File: src/rtl/pipe_pkg.sv
// Shared pipeline definitions: ALUOp encodings, opcodes and the decoded control bundle.
// Imported by the decode-side stages and the ID/EX register.
package pipe_pkg;

   localparam logic [1:0] ALUOP_MEM    = 2'b00;
   localparam logic [1:0] ALUOP_BRANCH = 2'b01;
   localparam logic [1:0] ALUOP_RTYPE  = 2'b10;

   localparam logic [6:0] OPC_RTYPE  = 7'b0110011;
   localparam logic [6:0] OPC_ITYPE  = 7'b0010011;
   localparam logic [6:0] OPC_LOAD   = 7'b0000011;
   localparam logic [6:0] OPC_STORE  = 7'b0100011;
   localparam logic [6:0] OPC_BRANCH = 7'b1100011;

   typedef struct packed {
      logic       branch;
      logic       mem_read;
      logic       mem_to_reg;
      logic       mem_write;
      logic       alu_src;
      logic       reg_write;
      logic [1:0] alu_op;
   } ctrl_t;

   localparam ctrl_t CTRL_BUBBLE = '0;

   // rs2 is a real source for R-type and branches (register operand) and for stores (store data).
   function automatic logic uses_rs2(input ctrl_t c);
      return !c.alu_src || c.mem_write;
   endfunction

endpackage

File: src/rtl/hazard_detect.sv
// Load-use hazard detector: flags a decode instruction that reads the register
// a load currently in EX is about to write.
module hazard_detect (
   input  logic       id_valid_i,
   input  logic [4:0] id_rs1_i,
   input  logic [4:0] id_rs2_i,
   input  logic       id_use_rs2_i,
   input  logic       ex_valid_i,
   input  logic       ex_mem_read_i,
   input  logic       ex_reg_write_i,
   input  logic [4:0] ex_rd_i,
   output logic       hz_o
);

   logic exIsLoad;
   logic rs1Match;
   logic rs2Match;

   // reg_write qualifies the load so that unrecognised opcodes (mem_read without a write) never stall.
   assign exIsLoad = ex_valid_i && ex_mem_read_i && ex_reg_write_i && (ex_rd_i != 5'd0);
   assign rs1Match = (ex_rd_i == id_rs1_i);
   assign rs2Match = id_use_rs2_i && (ex_rd_i == id_rs2_i);
   assign hz_o     = exIsLoad && id_valid_i && (rs1Match || rs2Match);

endmodule

File: src/rtl/id_ex_stage.sv
// ID/EX pipeline register with load-use stall, flush-kill and saturating bubble/flush counters.
module id_ex_stage
   import pipe_pkg::*;
#(
   parameter int XLEN  = 64,
   parameter int CNT_W = 32
) (
   input  logic             clk,
   input  logic             reset,
   input  logic             valid_i,
   input  logic             branch_i,
   input  logic             mem_read_i,
   input  logic             mem_to_reg_i,
   input  logic             mem_write_i,
   input  logic             alu_src_i,
   input  logic             reg_write_i,
   input  logic [1:0]       alu_op_i,
   input  logic [3:0]       funct4_i,
   input  logic [XLEN-1:0]  pc_i,
   input  logic [XLEN-1:0]  rs1_data_i,
   input  logic [XLEN-1:0]  rs2_data_i,
   input  logic [XLEN-1:0]  imm_i,
   input  logic [4:0]       rs1_i,
   input  logic [4:0]       rs2_i,
   input  logic [4:0]       rd_i,
   input  logic             flush_i,
   output logic             valid_o,
   output logic             branch_o,
   output logic             mem_read_o,
   output logic             mem_to_reg_o,
   output logic             mem_write_o,
   output logic             alu_src_o,
   output logic             reg_write_o,
   output logic [1:0]       alu_op_o,
   output logic [3:0]       funct4_o,
   output logic [XLEN-1:0]  pc_o,
   output logic [XLEN-1:0]  rs1_data_o,
   output logic [XLEN-1:0]  rs2_data_o,
   output logic [XLEN-1:0]  imm_o,
   output logic [4:0]       rs1_o,
   output logic [4:0]       rs2_o,
   output logic [4:0]       rd_o,
   output logic             stall_o,
   output logic [CNT_W-1:0] bubble_cnt_o,
   output logic [CNT_W-1:0] flush_cnt_o
);

   localparam logic [CNT_W-1:0] CNT_ONE = {{(CNT_W-1){1'b0}}, 1'b1};

   ctrl_t            ctrlIn;
   ctrl_t            ctrl_q,      ctrl_d;
   logic             valid_q,     valid_d;
   logic [3:0]       funct4_q,    funct4_d;
   logic [XLEN-1:0]  pc_q,        pc_d;
   logic [XLEN-1:0]  rs1Data_q,   rs1Data_d;
   logic [XLEN-1:0]  rs2Data_q,   rs2Data_d;
   logic [XLEN-1:0]  imm_q,       imm_d;
   logic [4:0]       rs1_q,       rs1_d;
   logic [4:0]       rs2_q,       rs2_d;
   logic [4:0]       rd_q,        rd_d;
   logic [CNT_W-1:0] bubbleCnt_q, bubbleCnt_d;
   logic [CNT_W-1:0] flushCnt_q,  flushCnt_d;
   logic             hz;

   function automatic logic [CNT_W-1:0] satInc(input logic [CNT_W-1:0] c);
      return (&c) ? c : c + CNT_ONE;
   endfunction

   assign ctrlIn = '{branch:     branch_i,
                     mem_read:   mem_read_i,
                     mem_to_reg: mem_to_reg_i,
                     mem_write:  mem_write_i,
                     alu_src:    alu_src_i,
                     reg_write:  reg_write_i,
                     alu_op:     alu_op_i};

   hazard_detect u_hazard (
      .id_valid_i     (valid_i),
      .id_rs1_i       (rs1_i),
      .id_rs2_i       (rs2_i),
      .id_use_rs2_i   (uses_rs2(ctrlIn)),
      .ex_valid_i     (valid_q),
      .ex_mem_read_i  (ctrl_q.mem_read),
      .ex_reg_write_i (ctrl_q.reg_write),
      .ex_rd_i        (rd_q),
      .hz_o           (hz)
   );

   // A flush overrides the hazard: the stalled instruction is being killed anyway.
   assign stall_o = hz && !flush_i;

   // Bubbles only clear control and valid; data/index fields keep their old values.
   always_comb begin
      ctrl_d      = ctrl_q;
      valid_d     = valid_q;
      funct4_d    = funct4_q;
      pc_d        = pc_q;
      rs1Data_d   = rs1Data_q;
      rs2Data_d   = rs2Data_q;
      imm_d       = imm_q;
      rs1_d       = rs1_q;
      rs2_d       = rs2_q;
      rd_d        = rd_q;
      bubbleCnt_d = bubbleCnt_q;
      flushCnt_d  = flushCnt_q;
      if (flush_i) begin
         ctrl_d     = CTRL_BUBBLE;
         valid_d    = 1'b0;
         flushCnt_d = satInc(flushCnt_q);
      end else if (hz) begin
         ctrl_d      = CTRL_BUBBLE;
         valid_d     = 1'b0;
         bubbleCnt_d = satInc(bubbleCnt_q);
      end else if (!valid_i) begin
         ctrl_d  = CTRL_BUBBLE;
         valid_d = 1'b0;
      end else begin
         ctrl_d    = ctrlIn;
         valid_d   = 1'b1;
         funct4_d  = funct4_i;
         pc_d      = pc_i;
         rs1Data_d = rs1_data_i;
         rs2Data_d = rs2_data_i;
         imm_d     = imm_i;
         rs1_d     = rs1_i;
         rs2_d     = rs2_i;
         rd_d      = rd_i;
      end
   end

   always_ff @(posedge clk or posedge reset) begin
      if (reset) begin
         ctrl_q      <= CTRL_BUBBLE;
         valid_q     <= 1'b0;
         funct4_q    <= '0;
         pc_q        <= '0;
         rs1Data_q   <= '0;
         rs2Data_q   <= '0;
         imm_q       <= '0;
         rs1_q       <= '0;
         rs2_q       <= '0;
         rd_q        <= '0;
         bubbleCnt_q <= '0;
         flushCnt_q  <= '0;
      end else begin
         ctrl_q      <= ctrl_d;
         valid_q     <= valid_d;
         funct4_q    <= funct4_d;
         pc_q        <= pc_d;
         rs1Data_q   <= rs1Data_d;
         rs2Data_q   <= rs2Data_d;
         imm_q       <= imm_d;
         rs1_q       <= rs1_d;
         rs2_q       <= rs2_d;
         rd_q        <= rd_d;
         bubbleCnt_q <= bubbleCnt_d;
         flushCnt_q  <= flushCnt_d;
      end
   end

   assign valid_o      = valid_q;
   assign branch_o     = ctrl_q.branch;
   assign mem_read_o   = ctrl_q.mem_read;
   assign mem_to_reg_o = ctrl_q.mem_to_reg;
   assign mem_write_o  = ctrl_q.mem_write;
   assign alu_src_o    = ctrl_q.alu_src;
   assign reg_write_o  = ctrl_q.reg_write;
   assign alu_op_o     = ctrl_q.alu_op;
   assign funct4_o     = funct4_q;
   assign pc_o         = pc_q;
   assign rs1_data_o   = rs1Data_q;
   assign rs2_data_o   = rs2Data_q;
   assign imm_o        = imm_q;
   assign rs1_o        = rs1_q;
   assign rs2_o        = rs2_q;
   assign rd_o         = rd_q;
   assign bubble_cnt_o = bubbleCnt_q;
   assign flush_cnt_o  = flushCnt_q;

endmodule

File: config.mk
export PLATFORM = sky130hd
export DESIGN_NAME = id_ex_stage
export DESIGN_NICKNAME = d
export VERILOG_FILES = /design/src/rtl/pipe_pkg.sv /design/src/rtl/hazard_detect.sv /design/src/rtl/id_ex_stage.sv
export SDC_FILE = /design/constraint.sdc
export NUM_CORES = 1
export LEC_CHECK = 0
export CORE_AREA = 2 2 245 247
export CTS_CLUSTER_DIAMETER = 120
export DETAILED_ROUTE_END_ITERATION = 6
export DIE_AREA = 0 0 247 249
export GPL_ROUTABILITY_DRIVEN = 0
export SETUP_SLACK_MARGIN = 0.5
export SLEW_MARGIN = 20
export SYNTH_ARGS = -nofsm -noshare
export SYNTH_HDL_FRONTEND = slang
export SYNTH_HIERARCHICAL = 1
export SYNTH_SLANG_ARGS = --single-unit
File: constraint.sdc
create_clock -name clk -period 37.3 [get_ports clk]
set_input_delay 7.46 -clock clk [delete_from_list [all_inputs] [get_ports clk]]
set_output_delay 7.46 -clock clk [all_outputs]
set_load 0.05 [all_outputs]
Yosys cells after proc, flatten, opt, wreduce, memory -nomap -nowiden
Index checks and enable logic that the tools add are counted.

Register bits: 348. Input bits: 287. Word-level logic and storage cells: 49.

$add $sub $neg: 2. Equal/unequal tests: 2. Multiplexer cells: 6. Bitwise gates (word level): 4. Reductions and logical operators: 17.

Operators by type and width (number): adder 32 x 1 -> 32 bit (second input constant) (2); AND reduction 32 bit (2); two-way mux 8 bit (3); equality test 5 bit (2); logical AND 1 bit (7); AND reduction 3 bit (2); nonzero test 5 bit (1); inverter 1 bit (4); two-way mux 1 bit (3); logical NOT 1 bit (2); logical OR 1 bit (2); AND reduction 2 bit (1).

Depth between registers and ports, before layout
Gate-level depths: netlist of the first run.

Word-level depth: 7. Depth in mapped cells: 9. Mapped depth without buffers: 9.

Hierarchy
The synthesis of the first run kept the hierarchy.

Modules (own cells, without submodules): id_ex_stage (instances 1, cells each 890, area each 13524.2 um^2); hazard_detect (instances 1, cells each 18, area each 138.9 um^2).

Worst setup path before layout of the first run
OpenSTA, ideal clock, no wires.

Path type: input to output. Start point: input port rs2_i[1]. End point: output port stall_o. Data arrival time: 9099 ps. Data required time: 29840 ps. Setup slack: 20741 ps. Stages on the path: 5. Path buffers: 0. Path through: xor2_1 nor4_1 nand3_1 a221oi_2 nor2b_1.

Longest elaborated chain between the ends: 5.

Ends and longest elaborated chain: from (decl) (RTL line id_ex_stage.sv:24) `input logic [4:0] rs2_i,`; equality test 5 bit (RTL line hazard_detect.sv:22) `assign rs2Match = id_use_rs2_i && (ex_rd_i == id_rs2_i);`; logical AND 1 bit (RTL line hazard_detect.sv:22); logical OR 1 bit (RTL line hazard_detect.sv:23) `assign hz_o = exIsLoad && id_valid_i && (rs1Match || rs2Match);`; logical AND 1 bit (RTL line hazard_detect.sv:23); named net hz (RTL line id_ex_stage.sv:63) `logic hz;`; logical AND 1 bit (RTL line id_ex_stage.sv:90) `assign stall_o = hz && !flush_i;`; to (decl) (RTL line id_ex_stage.sv:43) `output logic stall_o,`.

The timed path passes the listed nets, and every way through them passes these cells.

Worst setup path in the final report of the first run
Start point: input port rs2_i[4]. End point: output port stall_o.

The elaborated chain is that of the path after synthesis.

==> results.sh, run 1 <==
export IMPL_post_cts_buffers=0
export IMPL_gr_total_overflow=0
export IMPL_cts_sinks=348
export IMPL_finClkSkew_ns=0.0267
export IMPL_ys_seq_elements=348
export IMPL_worst_slack_ns=19.38
export IMPL_min_period_ns=17.92
export IMPL_synthArstFlopShare=1.00
export IMPL_p_comb_frac=0.306
export IMPL_ir_drop_uv=38.0
export IMPL_cp_top_family="buffers and inverters"
export IMPL_post_dp_cell_area_um2=20900
export IMPL_tightest_slew_ns=1.01
export IMPL_clock_tree_root_cell="clkbuf_16"
export IMPL_first_global_vias=10500
export IMPL_synthAdderAreaFrac=0.00183
export IMPL_dr_wl_met2_um=22100
export IMPL_synth_cell_types=40
export IMPL_design_area_um2=22300
export IMPL_hold_path_startpoint="flush_cnt_o[21]$_DFFE_PP0P_"
export IMPL_fp_row_count=89
export IMPL_grt_pass1_wl_um=64600
export IMPL_power_density_nw_per_um2=56.5
export IMPL_clock_path_buffers=3
export IMPL_clk_latency_ns=0.56
export IMPL_hold_violations=0
export IMPL_startpoint="rs2_i[4]"
export IMPL_antenna_found_initial=2
export IMPL_routed_via_count=9979
export IMPL_tns_ns=0
export IMPL_cp_arrival_ns=10.46
export IMPL_reg2reg_from="rd_o[4]$_DFFE_PP0P_"
export IMPL_synth_ff_type="dfrtp_1"
export IMPL_max_slew_margin=0.325
export IMPL_min_path_type="reg -> reg"
export IMPL_highest_layer="met4"
export IMPL_synth_mux_area_frac=0.229
export IMPL_area_growth_pct=63.2
export IMPL_synth_top_family_by_area="multiplexers"
export IMPL_yosysSeqAreaShare=0.637
export IMPL_yosys_area_share_simple=0.0680
export IMPL_yosys_warnings=6
export IMPL_endpoint_kind="primary output"
export IMPL_start_util=0.233
export IMPL_wl_um=43500
export IMPL_cts_made_buffers=42
export IMPL_syn_area_um2=13700
export IMPL_drtAntennaViolNets=0
export IMPL_p_leak_nw=9.09
export IMPL_crit_required_ns=29.84
export IMPL_slew_violations=0
export IMPL_cts_tree="done"
export IMPL_synth_compound_area_frac=0.00632
export IMPL_post_route_util=0.380
export IMPL_rsz0062_at_grt="false"
export IMPL_path_cells="clkdlybuf4s50_1 > xor2_1 > nor4_1 > nand3_1 > a221oi_2 > nor2b_1 > clkdlybuf4s50_1"
export IMPL_p_int_uw=829
export IMPL_die_area_um2=61500
export IMPL_start_kind="input pin"
export IMPL_wire_per_inst_um=18.4
export IMPL_synthCells=908
export IMPL_clockPowerShare=0.332
export IMPL_p_switching_uw=432
export IMPL_synth_largest_area_cell="dfrtp_1"
export IMPL_outcome="finished, final reports clean"
export IMPL_crit_buf_inv=2
export IMPL_slowest_stage="clkdlybuf4s50_1"
export IMPL_synthTopCellsByArea="dfrtp_1 (64%), mux2_2 (23%), xnor2_1 (2.2%)"
export IMPL_synth_top_cell_area_share=0.637
export IMPL_dp_hpwl_um=32700
export IMPL_criticalPathCategory="in -> out"
export IMPL_finalCritPeriodShare=0.480
export IMPL_dr_pass1_iters=4
export IMPL_die_width_um=247
export IMPL_setup_viol=0
export IMPL_cts_htree_levels=2
export IMPL_drcViolationCount=0
export IMPL_crit_top_cell="clkdlybuf4s50_1"
export IMPL_slowest_delay_ns=0.93
export IMPL_cap_violations=0
export IMPL_crit_fanout=5
export IMPL_globalRouteTotalUtil=0.137
export IMPL_cts_reportedPaths_clkPinSlew_ns=0.05
export IMPL_num_fill_cells=5619
export IMPL_swShare=0.343
export IMPL_drt_initial_drc_count=360
export IMPL_io_buffers=635
export IMPL_grt_max_degree=147
export IMPL_max_clock_freq_ghz=0.0558
export IMPL_synth_area_per_cell_um2=15.0
export IMPL_ioPinCount=636
export IMPL_core_area_um2=58700
export IMPL_post_cts_resized=0
export IMPL_synth_edf_count=0
export IMPL_wl_met3_um=3380
export IMPL_vias_per_cell=4.22
export IMPL_postSynthNetCount=1197
export IMPL_wl_met1_um=16500
export IMPL_cts_hold_buf=0
export IMPL_dieHeight_um=249
export IMPL_synthXorXnorAreaFrac=0.0429
export IMPL_drive_gt1_frac=0.226
export IMPL_pre_cts_slack_ns=19.34
export IMPL_pwr_share_seq=0.362
export IMPL_finalNetCount=1845
==> sequential cells by signal (all words and copies together), names as in the netlist, 2 cells and up <==
name          cells
imm_o            64
funct4_o          4
flush_cnt_o      32
bubble_cnt_o     32
rs2_o             5
pc_o             64
rd_o              5
rs1_o             5
rs1_data_o       64
rs2_data_o       64
alu_op_o          2
==> through the flow <==
step / power [mW] / cells / hold slack [ns]
after global placement: 0.849 / 2285 / 0.485
after CTS: 1.28 / 2362 / 0.498
after global routing: 1.31 / 2363 / 0.512
after floorplan: 0.693 / 908 / 0.789
after detailed placement: 0.852 / 2285 / 0.489
final: 1.26 / 2363 / 0.496
==> routing by layer <==
metal,track usage,vias to the layer above
met5,0,-
met4,0.0532,0
met3,0.0415,77
met2,0.240,362
met1,0.154,5002
li1,-,4538
==> power groups by stage <==
stage / combinational, mW / sequential [mW] / clock [mW]
finish: 0.386 / 0.457 / 0.418
CTS: 0.390 / 0.458 / 0.434
detailed placement: 0.389 / 0.463 / 0
floorplan: 0.0622 / 0.631 / 0
global placement: 0.388 / 0.461 / 0
global route: 0.400 / 0.463 / 0.449
==> cells in the mapped netlist (10+ instances only) <==
cell type  instances
dfrtp_1          348
and2_1            18
nor3_1            14
nand4_1           24
nand2_1           24
mux2_2           277
nor2_1            14
and4_1            10
xnor2_1           35
buf_2             28
nand3_1           27
xor2_1            32
==> worst paths after layout <==
path                                                to  cells past startpoint  slack, ns
min in group asynchronous   rs1_data_o[51]$_DFFE_PP0P_                      2       7.51
max in group asynchronous  flush_cnt_o[14]$_DFFE_PP0P_                      3      28.19
min                        flush_cnt_o[21]$_DFFE_PP0P_                      1       0.50
min reg2reg                flush_cnt_o[21]$_DFFE_PP0P_                      1       0.50
max reg2reg                       imm_o[0]$_DFFE_PP0P_                      9      32.94
max                                            stall_o                      7      19.38
==> layout make-up <==
type / count / area [µm²] / area share
Multi-Input combinational cell: 521 / 4770 / 0.214
Inverter: 2 / 15.0 / 0.000674
Clock buffer: 60 / 1220 / 0.0547
Antenna cell: 1 / 2.50 / 0.000112
Sequential cell: 348 / 8710 / 0.391
Tap cell: 773 / 967 / 0.0434
Timing Repair Buffer: 641 / 6410 / 0.288
Clock inverter: 17 / 199 / 0.00892
==> cell families (layout without fill, tap and decap cells) <==
kind of cell | count (synthesis) | in the layout
multiplexers | 278 | 278
buffers and inverters | 39 | 720
AO/OA/AOI/OAI | 13 | 13
AND/OR/NAND/NOR | 161 | 161
XOR/XNOR | 67 | 67
flip-flops | 348 | 348
adder cells (fa/ha/maj) | 2 | 2
other | 0 | 1
==> cells in the final DEF (no fill, tap or decap), types with 10 or more instances in the layout <==
cell and count:
and2_1 18, and4_1 10, clkbuf_16 43, clkdlybuf4s50_1 635, clkinv_2 10, dfrtp_1 348, mux2_2 277, nand2_1 24
nand3_1 27, nand4_1 24, nor2_1 14, nor3_1 14, xnor2_1 35, xor2_1 32
(Power assumes the default switching activity.)
==> run 2: changes to the inputs <==
--- a/config.mk
+++ b/config.mk
@@ -5,10 +5,10 @@
 export SDC_FILE = /design/constraint.sdc
 export NUM_CORES = 1
 export LEC_CHECK = 0
-export CORE_AREA = 2 2 245 247
+export CORE_AREA = 2 2 246 248
 export CTS_CLUSTER_DIAMETER = 120
 export DETAILED_ROUTE_END_ITERATION = 6
-export DIE_AREA = 0 0 247 249
+export DIE_AREA = 0 0 248 250
 export GPL_ROUTABILITY_DRIVEN = 0
 export SETUP_SLACK_MARGIN = 0.5
 export SLEW_MARGIN = 20
==> constraint.sdc (replaced) <==
create_clock -name clk -period 16.6 [get_ports clk]
set_input_delay 3.32 -clock clk [delete_from_list [all_inputs] [get_ports clk]]
set_output_delay 3.32 -clock clk [all_outputs]
set_load 0.05 [all_outputs]
==> results.sh, run 2 (synthesized netlist as in run 1, its figures left out) <==
export IMPL_min_path_type="reg -> reg"
export IMPL_crit_required_ns=13.28
export IMPL_post_cts_buffers=0
export IMPL_start_kind="input pin"
export IMPL_slowest_delay_ns=0.92
export IMPL_reg2regPathDepth=8
export IMPL_drcViolationCount=0
export IMPL_slowest_stage="clkdlybuf4s50_1"
export IMPL_cts_reportedPaths_clkPinSlew_ns=0.05
export IMPL_p_switching_uw=958
export IMPL_dr_pass1_iters=4
export IMPL_wire_per_inst_um=18.1
export IMPL_cts_made_buffers=41
export IMPL_start_util=0.229
export IMPL_finClkSkew_ns=0.0160
export IMPL_criticalPathCategory="in -> out"
export IMPL_vias_per_cell=4.21
export IMPL_cts_hold_buf=0
export IMPL_grt_max_degree=159
export IMPL_crit_buf_inv=2
export IMPL_clk_latency_ns=0.55
export IMPL_die_area_um2=62000
export IMPL_swShare=0.348
export IMPL_first_global_vias=10800
export IMPL_cap_violations=0
export IMPL_p_comb_frac=0.314
export IMPL_cts_tree="done"
export IMPL_dieHeight_um=250
export IMPL_clockPowerShare=0.312
export IMPL_tns_ns=0
export IMPL_cts_htree_levels=2
export IMPL_wl_um=42800
export IMPL_cp_depth=7
export IMPL_outcome="finished, final reports clean"
export IMPL_io_buffers=635
export IMPL_mostFrequentLayoutCells="clkdlybuf4s50_1 (635), dfrtp_1 (348), mux2_2 (277)"
export IMPL_reg2reg_from="rd_o[1]$_DFFE_PP0P_"
export IMPL_min_period_ns=10.04
export IMPL_startpoint="rs2_i[1]"
export IMPL_endpoint="stall_o"
export IMPL_num_fill_cells=5742
export IMPL_endpoint_kind="primary output"
export IMPL_drt_initial_drc_count=394
export IMPL_p_int_mw=1.80
export IMPL_core_area_um2=59600
export IMPL_dp_hpwl_um=31900
export IMPL_die_width_um=248
export IMPL_final_common_cell="clkdlybuf4s50_1"
export IMPL_path_cells="clkdlybuf4s50_1 > xor2_1 > nor4_1 > nand3_1 > a221oi_2 > nor2b_1 > clkdlybuf4s50_1"
export IMPL_regArea_um2=8710
export IMPL_ir_drop_uv=101
export IMPL_r2r_slack_ns=12.58
export IMPL_fp_row_count=90
export IMPL_drtAntennaViolNets=0
export IMPL_p_leak_nw=9.01
export IMPL_area_growth_pct=62.2
export IMPL_grt_pass1_wl_um=64400
export IMPL_clock_tree_root_cell="clkbuf_16"
export IMPL_finalNetCount=1843
export IMPL_setup_viol=0
export IMPL_globalRouteTotalUtil=0.135
export IMPL_post_cts_resized=0
export IMPL_drive_gt1_frac=0.221
export IMPL_post_route_util=0.372
export IMPL_reg2reg_to="rs1_data_o[9]$_DFFE_PP0P_"
export IMPL_max_slew_margin=0.246
export IMPL_clock_path_buffers=3
export IMPL_ioPinCount=636
export IMPL_diodes=0
export IMPL_max_clock_freq_ghz=0.0996
export IMPL_routed_via_count=9949
export IMPL_rsz0062_at_grt="false"
export IMPL_cts_sinks=348
export IMPL_slew_violations=0
export IMPL_antenna_found_initial=0
export IMPL_tightest_slew_ns=1.13
export IMPL_finalCritPeriodShare=0.605
export IMPL_cp_arrival_ns=6.72
export IMPL_crit_top_cell="clkdlybuf4s50_1"
export IMPL_pwr_share_seq=0.374
export IMPL_cp_top_family="buffers and inverters"
export IMPL_hold_violations=0
export IMPL_gr_total_overflow=0
export IMPL_crit_fanout=5
export IMPL_multi_input_area_um2=4770
export IMPL_power_density_nw_per_um2=124
run 2: changes by cell type in the layout (fill, tap and decap cells not counted), sizes merged:
cell,before,now
clkinv,11,6
bufinv,4,0
clkbuf,60,62
buf,6,5
diode,1,0
inv,4,3
run 2: worst min-delay path by stage:
stage,start,to,slack [ns],depth (start not counted)
6_report,flush_cnt_o[29]$_DFFE_PP0P_,flush_cnt_o[29]$_DFFE_PP0P_,0.49,1
5_1_grt,imm_o[42]$_DFFE_PP0P_,imm_o[42]$_DFFE_PP0P_,0.51,1
4_1_cts,flush_cnt_o[15]$_DFFE_PP0P_,flush_cnt_o[15]$_DFFE_PP0P_,0.49,1
3_5_place_dp,flush_cnt_o[29]$_DFFE_PP0P_,flush_cnt_o[29]$_DFFE_PP0P_,0.49,1
3_3_place_gp,flush_cnt_o[21]$_DFFE_PP0P_,flush_cnt_o[21]$_DFFE_PP0P_,0.48,1
2_1_floorplan,flush_cnt_o[17]$_DFFE_PP0P_,flush_cnt_o[17]$_DFFE_PP0P_,0.79,1
run 2: cell type report:
type | instances | share of cell area
flip-flops and latches | 348 | 0.393
multi-input cells | 521 | 0.215
clock inverters | 7 | 0.00175
clock buffers | 62 | 0.0558
repair buffers | 640 | 0.290
well taps | 782 | 0.0441
inverters | 2 | 0.000677
run 2: power by group through the flow:
stage	Sequential, mW	Combinational, mW	Clock [mW]
after floorplan	1.42	0.140	0
after global placement	1.04	0.873	0
after detailed placement	1.04	0.874	0
after CTS	1.03	0.877	0.897
after global routing	1.05	0.899	0.929
final	1.03	0.867	0.860
run 2: per-stage QoR:
stage	std cells	hold WS [ns]	total power, mW	instance area (µm²)	setup WS, ns
2_1_floorplan	908	0.789	1.56	13700	3.63
3_3_place_gp	2293	0.481	1.91	20900	6.64
3_5_place_dp	2293	0.486	1.92	20900	6.59
4_1_cts	2362	0.493	2.81	22200	6.56
5_1_grt	2362	0.512	2.87	22200	6.46
6_report	2362	0.492	2.76	22200	6.56
run 2: metal layers:
layer  vias up  GRT usage  share of wire
li1       4503          -              -
met1      4992      0.152           0.37
met2       381      0.239           0.52
met3        73     0.0413          0.076
met4         0     0.0476          0.030
met5         -          0              0
